<file path="src/rtl/duration_timer.sv">
// Prescaled countdown timer: busy while an interval runs, one-cycle co when it ends.
// Optional macro DURATION_TIMER_RETRIGGER_EN lets start reload a running interval.
module duration_timer #(
  parameter int unsigned PRESCALE = 4,
  parameter int unsigned N        = 6
) (
  input  logic         clk,
  input  logic         rst_n,
  input  logic         start,
  input  logic [N-1:0] duration,
  input  logic         hold,
  output logic         busy,
  output logic [N-1:0] remain,
  output logic         co
);

  localparam int unsigned PW = (PRESCALE > 1) ? $clog2(PRESCALE) : 1;

  typedef enum logic [1:0] {IDLE, RUN, DONE} state_t;

  state_t        state, state_nx;
  logic [PW-1:0] presc, presc_nx;
  logic [N-1:0]  remain_nx;
  logic          load;
  logic          wrap;

  assign wrap = (presc == PW'(PRESCALE - 1));

  always_comb begin
    state_nx  = state;
    remain_nx = remain;
    presc_nx  = presc;
    load      = 1'b0;
    unique case (state)
      IDLE, DONE: begin
        if (start) load = 1'b1;
        else       state_nx = IDLE;
      end
      RUN: begin
`ifdef DURATION_TIMER_RETRIGGER_EN
        if (start) load = 1'b1;
        else
`endif
        if (!hold) begin
          if (wrap) begin
            presc_nx = '0;
            // remain<=1 also guards the unreachable remain==0 case against wrapping
            if (remain <= N'(1)) begin
              remain_nx = '0;
              state_nx  = DONE;
            end else begin
              remain_nx = remain - N'(1);
            end
          end else begin
            presc_nx = presc + PW'(1);
          end
        end
      end
      default: state_nx = IDLE;
    endcase

    // Accepted start: zero duration skips straight to the end-of-interval pulse
    if (load) begin
      presc_nx = '0;
      if (duration != '0) begin
        remain_nx = duration;
        state_nx  = RUN;
      end else begin
        remain_nx = '0;
        state_nx  = DONE;
      end
    end
  end

  always_ff @(posedge clk or negedge rst_n) begin
    if (!rst_n) begin
      state  <= IDLE;
      presc  <= '0;
      remain <= '0;
      busy   <= 1'b0;
      co     <= 1'b0;
    end else begin
      state  <= state_nx;
      presc  <= presc_nx;
      remain <= remain_nx;
      busy   <= (state_nx == RUN);
      co     <= (state_nx == DONE);
    end
  end

endmodule

</file>
<file path="config.mk">
export PLATFORM = sky130hd
export DESIGN_NAME = duration_timer
export DESIGN_NICKNAME = d
export VERILOG_FILES = /design/src/rtl/duration_timer.sv
export SDC_FILE = /design/constraint.sdc
export NUM_CORES = 1
export LEC_CHECK = 0
export ABC_AREA = 1
export BUFFER_PORTS_ARGS = -buffer_cell sky130_fd_sc_hd__buf_2
export CORE_MARGIN = 2
export CORE_UTILIZATION = 54
export CTS_BUF_LIST = sky130_fd_sc_hd__clkbuf_4 sky130_fd_sc_hd__clkbuf_8
export DETAILED_ROUTE_END_ITERATION = 8
export PLACE_DENSITY = 0.88
export SLEW_MARGIN = 20
export SYNTH_ARGS = -nofsm -noshare
export SYNTH_HDL_FRONTEND = slang
export SYNTH_SLANG_ARGS = --single-unit
</file>
<file path="constraint.sdc">
create_clock -name clk -period 2.1 [get_ports clk]
set_clock_uncertainty 0.2 [all_clocks]
set_input_delay 0.21 -clock clk [delete_from_list [all_inputs] [get_ports clk]]
set_output_delay 0.21 -clock clk [all_outputs]
set_load 0.01 [all_outputs]
</file>
==> key figures, run 1 <==
Yosys
  • Cell taking the most area after synthesis: dfrtp_1
  • Cells after Synth: 103
  • Net count after synthesis: 116
  • Synth Cell Area: 758 µm²
  • Flops & latches, synth: 12
  • Synth area leaders: dfrtp_1 (40%), nand2_1 (12%), nor2_1 (8.4%)
  • Synth warn: 0
  • Avg Inst Size Synth: 7.36 µm²
  • Netlist cell types: 20
  • Area share of the largest cell type after synthesis: 0.396
  • Sequential area share after synthesis: 0.396

Drt
  • Drt wl/cell: 11.6 µm
  • DR WL met2: 805 µm
  • Initial drt markers: 16
  • DR top layer: met4
  • DRT Pass-1 Iters: 5
  • Routed length on met1: 735 µm
  • Detail Route Antenna Nets: 0
  • Residual DRC count: 0
  • Final wirelength: 1640 µm
  • Metal3 WL: 81 µm
  • Routed vias/inst: 5.27
  • Via count: 749

Layout
  • Commonest non-fill, non-tap cell in the layout: nand2_1
  • Number of fill cells: 111
  • Register Area: 300 µm²
  • Post-layout util: 0.711
  • Layout area overhead: 21.9%
  • Commonest non-fill, non-tap cells in the layout: nand2_1 (25), nor2_1 (17), buf_2 (17)
  • Layout cells sized above 1: 0.268
  • Area of the multi-input gates: 399 µm²
  • Post-route cell area: 925 µm²
  • Ant. Diodes: 0
  • Nets: 142

Timing
  • Final Hold Viols: 0
  • Post-route clock period utilization: 0.828
  • TNS Setup: 0 ns
  • Fin. max-slew vios: 0
  • Worst slew pin tran: 0.287 ns
  • Tmin final: 1.74 ns
  • Fmax: 575 MHz
  • RSZ-0062 raised after global routing: no
  • Number of setup violations in the final report: 0
  • Max-slew headroom: 0.807

Placed design
  • IO Port Bufs: 17
  • Placed cell areas: 862 µm²
  • Dpl hpwl: 1230 µm
  • Placer Congestion: 0.805

Clocking
  • Cts repair resizes: 0
  • Num CTS Buffers: 3
  • # Post-CTS Setup Buffers: 0
  • Clock Sink Count: 12
  • CTS max path bufs: 2
  • Worst-Skew Late Latency: 0.28 ns
  • CTS root buffer: clkbuf_4
  • CTS tree: yes
  • Htree depth: 1
  • CTS clk-pin slew, worst paths: 0.07 ns
  • Post-cts hold buffer count: 4

Floorplan
  • Die area: 1720 µm²
  • Initial Util: 0.583
  • Placeable Area: 1300 µm²
  • Die H: 41.5 µm
  • Die width: 41.5 µm
  • Ports: 18
  • Rows: 13

Setup path
  • Critical Path, Cell by Cell: inv_1 > ha_1 > inv_1 > nand2_1 > nand3_2 > o31ai_1 > nand2_1
  • R2R Path Start: remain[0]
  • Worst path slowest cell: dfrtp_1
  • CP Max Fanout: 6
  • Crit path kind: reg -> reg
  • R2r worst-path depth: 7
  • Critical path capture point type: flop
  • Worst setup SP type: flop
  • Reg-to-reg endpoint: busy
  • Critical Path Max Stage Delay: 0.41 ns
  • Critical Path AT: 1.68 ns
  • Critical Path RT: 2.04 ns
  • Reg2Reg Setup Slack: 0.36 ns

Power
  • Comb power frac: 0.523
  • Sequential share of power: 0.355
  • Power Dens Cells: 1270 nW/µm²
  • Final Power: 1.17 mW
  • Switching power total: 550 µW
  • Switching Fraction: 0.469
  • Leak pwr: 0.507 nW
  • Peak VDD IR: 0.753 mV
  • Clk pwr share: 0.121
  • Cell internal pwr: 624 µW

Global routing
  • Pin count of the biggest net entering global routing: 13
  • GRT Resource Usage Total: 0.210
  • Final global-route overflow total: 0
  • Initial antenna violation count: 0
  • Global-route wire length before repair: 2840 µm
  • Vias in the first global route: 675

Worst hold path
  • Hold Path End: remain[2]
  • Min-Delay Path Class: in -> reg
  • Hold_sp: duration[2]
  • Hold Path Depth: 5

Job
  • Max Cap Viol: 0

Status
  • Outcome: finished clean
## final cells by class
class / instances / area share
sequential: 12 / 0.325
multi-input combinational: 76 / 0.432
inverter: 15 / 0.0636
tap: 15 / 0.0203
clock buffer: 3 / 0.0244
timing repair buffer: 21 / 0.135
## kinds of logic (layout without fill, tap and decap cells)
logic type,Yosys count,in the layout,synth area share
adder cells (fa/ha/maj),3,3,0.0495
AO/OA/AOI/OAI,5,5,0.0396
AND/OR/NAND/NOR,68,68,0.437
buffers and inverters,15,39,0.0776
flip-flops,12,12,0.396
## per-stage QoR
step | std cells | worst slack [ns] | hold WS [ns]
CTS | 142 | 0.387 | 0.0800
finish | 142 | 0.360 | 0.0737
global placement | 135 | 0.520 | -0.104
global route | 142 | 0.200 | 0.123
floorplan | 103 | 0.523 | -0.286
detailed placement | 135 | 0.407 | -0.100
## power groups by stage
stage                     Clock, mW  Sequential (mW)  Combinational, mW
after floorplan                   0            0.432              0.416
after global placement            0            0.413              0.579
after detailed placement          0            0.419              0.599
after CTS                     0.142            0.415              0.612
after global routing          0.151            0.436              0.697
final                         0.142            0.417              0.615
## registers in the layout, indices dropped and copies added (netlist names)
signal,cells
remain,6
presc,2
state,2
busy,1
co,1
## synth_stat cells, drive strengths merged
cell and number:
nor2 20, nand2 31, a21oi 1, o21bai 1, inv 15, nand4 2, ha 3, dfrtp 12
nor3b 2, o21ai 2, o31ai 1, nand3 13
## per-layer routing
metal  vias up  GRT usage
li1        372          -
met1       353      0.256
met2        21      0.384
met3         3     0.0261
met4         0     0.0581
met5         -          0
## critical path, delay by kind of cell (launching register included)
family / cells / cell delay, ns
flops: 1 / 0.41
compound gates: 1 / 0.28
simple gates: 3 / 0.27
buf+inv: 2 / 0.24
fa+ha+maj: 1 / 0.22
## worst max-delay path by stage
stage                   start   end
detailed placement  remain[0]  busy
CTS                 remain[0]  busy
global route        remain[0]  busy
finish              remain[0]  busy
global placement    remain[0]  busy
floorplan           remain[0]  busy
No activity file was read; power rests on OpenSTA's default activity.
==> run 2: changes to the inputs <==
- CORE_UTILIZATION: 54 -> 49
- PLACE_DENSITY: 0.88 -> 0.85
- clock period: 2.1 -> 1.4 ns (I/O delays scaled with it)
==> key figures, run 2 (synthesis gave the netlist of run 1 again) <==
Status
  • Outcome: complete, but fails checks
  • Failing checks: negative hold slack, negative setup slack

Layout
  • Layout cells sized above 1: 0.404
  • Ant. Diodes: 0
  • Max FFs per register: 6
  • Post-layout util: 0.727
  • Nets: 151
  • Layout area overhead: 41.1%
  • Post-route insts no fill: 152
  • Largest regs: remain: 6 flops, presc: 2 flops, state: 2 flops
  • Commonest non-fill, non-tap cell in the layout: nand2_1
  • Commonest non-fill, non-tap cells in the layout: nand2_1 (23), buf_2 (17), nor2_1 (15)
  • Top reg by flops: remain

Setup path
  • R2r worst-path depth: 9
  • Critical Path AT: 1.53 ns
  • Worst setup SP type: flop
  • Critical Path RT: 1.41 ns
  • R2R Path Start: remain[0]
  • Reg2Reg Setup Slack: -0.12 ns
  • Critical path capture point type: flop
  • Crit path kind: reg -> reg
  • Reg-to-reg endpoint: remain[4]
  • CP Max Fanout: 4

Power
  • Switching Fraction: 0.462
  • Peak VDD IR: 1.05 mV
  • Power Dens Cells: 2020 nW/µm²
  • Cell internal pwr: 1.16 mW
  • Comb power frac: 0.632
  • Clk pwr share: 0.101
  • Sequential share of power: 0.266
  • Leak pwr: 0.562 nW
  • Switching power total: 996 µW

Floorplan
  • Die area: 1880 µm²
  • Initial Util: 0.515
  • Die width: 43.3 µm
  • Die H: 43.3 µm
  • Placeable Area: 1470 µm²
  • Ports: 18
  • Rows: 14

Worst hold path
  • Min-Delay Path Class: in -> reg
  • Hold Path Depth: 5
  • Hold_sp: duration[2]
  • Hold Path End: remain[2]

Clocking
  • Worst-Skew Late Latency: 0.28 ns
  • CTS max path bufs: 2
  • CTS clk-pin slew, worst paths: 0.07 ns
  • Htree depth: 1
  • Num CTS Buffers: 3
  • Clock Sink Count: 12
  • CTS tree: yes
  • CTS root buffer: clkbuf_4
  • # Post-CTS Setup Buffers: 0

Timing
  • RSZ-0062 raised after global routing: yes
  • Max-slew headroom: 0.811
  • TNS Setup: -0.571 ns
  • Worst slew pin tran: 0.284 ns
  • Fmax: 660 MHz
  • Tmin final: 1.52 ns
  • Hold_ws: -0.000466 ns
  • Fin. max-slew vios: 0
  • Final Hold Viols: 1
  • Worst Slack Setup Final: -0.115 ns
  • Post-route clock period utilization: 1.08
  • Number of setup violations in the final report: 10

Drt
  • DRT Pass-1 Iters: 4
  • Initial drt markers: 13
  • Residual DRC count: 0
  • Routed vias/inst: 5.26
  • Detail Route Antenna Nets: 0
  • Via count: 799
  • Drt wl/cell: 13.1 µm
  • Final wirelength: 1990 µm

Placed design
  • IO Port Bufs: 17
  • Placer Congestion: 0.805
  • Dpl hpwl: 1440 µm
  • Dpl cells: 145
  • Setup WS pre-CTS: -0.101 ns

Global routing
  • GRT Resource Usage Total: 0.234
  • Initial antenna violation count: 0
  • Pin count of the biggest net entering global routing: 13
  • Vias in the first global route: 784
  • Global-route wire length before repair: 3190 µm
  • Final global-route overflow total: 0

Job
  • Max Cap Viol: 0
## run 2: cell count changes in the layout (fill, tap and decap cells not counted), moves of 2 or more
| cell | previous run | this run |
|---|---|---|
| buf_4 | 0 | 8 |
| inv_4 | 1 | 3 |
| nand2_4 | 3 | 5 |
| nor3b_2 | 0 | 2 |
| inv_1 | 11 | 8 |
| nor3b_1 | 2 | 0 |
| nor2_2 | 2 | 4 |
| nand2_1 | 25 | 23 |
| nor2_1 | 17 | 15 |
## run 2: worst max-delay path by stage
stage | from | end | slack (ns) | depth (start not counted)
after detailed placement | remain[0] | busy | -0.10 | 7
final | remain[0] | remain[4] | -0.12 | 9
after CTS | remain[1] | remain[0] | -0.1 | 9
after global routing | remain[1] | remain[0] | -0.18 | 9
after global placement | remain[0] | state[0] | -0.07 | 7
after floorplan | remain[0] | state[0] | -0.09 | 7
## run 2: per-layer routing
layer,GRT usage,wire length (µm),vias up
li1,-,-,391
met1,0.267,748,378
met2,0.418,1100,21
met3,0.0417,73,9
met4,0.115,63,0
met5,0,0,-
## run 2: through the flow
step	instance area [µm²]	total power [mW]
finish	1070	2.16
global route	1070	2.33
CTS	1050	2.09
detailed placement	958	1.78
global placement	958	1.74
floorplan	786	1.33
## run 2: layout make-up
class / instances / area (µm²)
repair buffers: 30 / 196
multi-input cells: 76 / 467
fillers: 106 / 402
well taps: 16 / 20.0
flip-flops and latches: 12 / 300
inverters: 15 / 63.8
clock buffers: 3 / 22.5
## run 2: repair_timing
item                                   CTS  global route
hold buffers                             4             0
endpoints found under the hold margin   17             0
pin swaps                                2             0
setup endpoints to repair               10            10
resized for setup                        7             5
## run 2: worst max-delay path, stage by stage (launching register included)
cell,delay [ns]
dfrtp_1,0.42
inv_2,0.09
ha_4,0.15
buf_6,0.10
nand2_4,0.04
o21bai_1,0.13
nand2_1,0.07
nor2_1,0.10
nor2_1,0.06
nor2_1,0.09
## run 2: power groups by stage
stage	Combinational, mW	Clock (mW)	Sequential, mW
6_report	1.36	0.219	0.575
2_1_floorplan	0.673	0	0.653
5_1_grt	1.49	0.243	0.595
3_3_place_gp	1.16	0	0.576
4_1_cts	1.30	0.219	0.575
3_5_place_dp	1.20	0	0.581
==> run 3: changes to the inputs <==
- CORE_UTILIZATION: 49 -> 54
- PLACE_DENSITY: 0.85 -> 0.88
- clock period: 1.4 -> 1.6 ns (I/O delays scaled with it)
==> key figures, run 3 (synthesis gave the netlist of run 1 again) <==
Status
  • Outcome: finished clean

Drt
  • Via count: 748
  • Initial drt markers: 31
  • DRT Pass-1 Iters: 4
  • Final wirelength: 1870 µm
  • Routed vias/inst: 5.23
  • Residual DRC count: 0
  • Drt wl/cell: 13.1 µm
  • Detail Route Antenna Nets: 0

Placed design
  • Placer Congestion: 0.841
  • Dpl cells: 136
  • Dpl hpwl: 1280 µm
  • Setup WS pre-CTS: 0.0404 ns
  • IO Port Bufs: 17
  • Placed cell areas: 870 µm²

Worst hold path
  • Min-Delay Path Class: in -> reg

Timing
  • Tmin final: 1.56 ns
  • Number of setup violations in the final report: 0
  • Fmax: 642 MHz
  • Fin. max-slew vios: 0
  • Worst Slack Setup Final: 0.0419 ns
  • Final Hold Viols: 0
  • Post-route clock period utilization: 0.974
  • Max-slew headroom: 0.807
  • Worst slew pin tran: 0.289 ns
  • RSZ-0062 raised after global routing: yes

Clocking
  • Worst-Skew Late Latency: 0.27 ns
  • CTS root buffer: clkbuf_4
  • CTS tree: yes
  • Clock Sink Count: 12
  • Htree depth: 1
  • CTS max path bufs: 2
  • CTS clk-pin slew, worst paths: 0.08 ns
  • Num CTS Buffers: 3

Setup path
  • Critical path capture point type: flop
  • Critical Path RT: 1.54 ns
  • CP Max Fanout: 4
  • Worst setup SP type: flop
  • Critical Path AT: 1.50 ns
  • Crit path kind: reg -> reg

Layout
  • Post-route insts no fill: 143
  • Nets: 143
  • Max FFs per register: 6
  • Largest regs: remain: 6 flops, presc: 2 flops, state: 2 flops
  • Ant. Diodes: 0
  • Layout area overhead: 32.0%
  • Layout cells sized above 1: 0.367
  • Commonest non-fill, non-tap cells in the layout: nand2_1 (24), buf_2 (17), nor2_1 (16)
  • Post-route cell area: 1000 µm²
  • Commonest non-fill, non-tap cell in the layout: nand2_1
  • Post-layout util: 0.769
  • Number of fill cells: 97
  • Top reg by flops: remain

Floorplan
  • Die width: 41.5 µm
  • Placeable Area: 1300 µm²
  • Ports: 18
  • Initial Util: 0.583
  • Die H: 41.5 µm
  • Rows: 13
  • Die area: 1720 µm²

Power
  • Peak VDD IR: 1.01 mV
  • Leak pwr: 0.513 nW
  • Final Power: 1.72 mW
  • Power Dens Cells: 1720 nW/µm²

Global routing
  • Final global-route overflow total: 0
  • Pin count of the biggest net entering global routing: 13
  • Initial antenna violation count: 0
  • Global-route wire length before repair: 2810 µm
  • GRT Resource Usage Total: 0.205
  • Vias in the first global route: 681

Job
  • Max Cap Viol: 0
## run 3: cell types whose count changed in the layout (fill, tap and decap cells not counted), moves of 2 or more
cell	delta
inv_2	+2
nor3b_1	+2
buf_4	-7
nor3b_2	-2
## run 3: stage by stage
| stage | setup TNS [ns] | hold WS, ns |
|---|---|---|
| 2_1_floorplan | 0 | -0.336 |
| 6_report | 0 | 0.0338 |
| 3_5_place_dp | 0 | -0.150 |
| 4_1_cts | 0 | 0.0327 |
| 3_3_place_gp | 0 | -0.152 |
| 5_1_grt | -0.130 | 0.0640 |
## run 3: layout make-up
class	count	area, µm²	area share
clock buffers	3	22.5	0.0225
multi-input cells	76	464	0.464
flip-flops and latches	12	302	0.301
well taps	15	18.8	0.0188
repair buffers	22	133	0.132
inverters	15	61.3	0.0613
## run 3: power by group
| group | total, mW | switching (mW) | internal (mW) |
|---|---|---|---|
| Combinational | 0.971 | 0.594 | 0.377 |
| Clock | 0.188 | 0.101 | 0.0870 |
| Sequential | 0.564 | 0.141 | 0.423 |
## run 3: what timing repair did
action	4_1_cts	5_1_grt
setup endpoints to repair	0	9
gates resized for setup	0	18
hold endpoints to repair	17	0
hold buffers	4	0
buffers inserted	0	0
## run 3: critical path, cell delays in order, from the launching register on
cell	delay (ns)
dfrtp_1	0.42
inv_2	0.11
ha_4	0.15
inv_2	0.04
nand2_2	0.08
nand3_4	0.11
o31ai_4	0.22
nand2_1	0.10
## run 3: worst paths after layout
kind	slack [ns]	end	cells past startpoint	start
worst max-delay path	0.04	state[0]	7	remain[1]
worst min-delay path	0.03	remain[2]	5	duration[2]
worst max register to register	0.04	state[0]	7	remain[1]
worst min register to register	0.33	presc[1]	2	presc[1]
max in group asynchronous	0.86	remain[0]	2	rst_n
min in group asynchronous	0.10	remain[2]	2	rst_n
## run 3: routing by layer
metal  vias to the layer above  wire (µm)  GRT usage
met4                         0         10     0.0516
li1                        378          -          -
met5                         -          0          0
met3                         2         70     0.0261
met1                       347        846      0.265
met2                        21        942      0.359
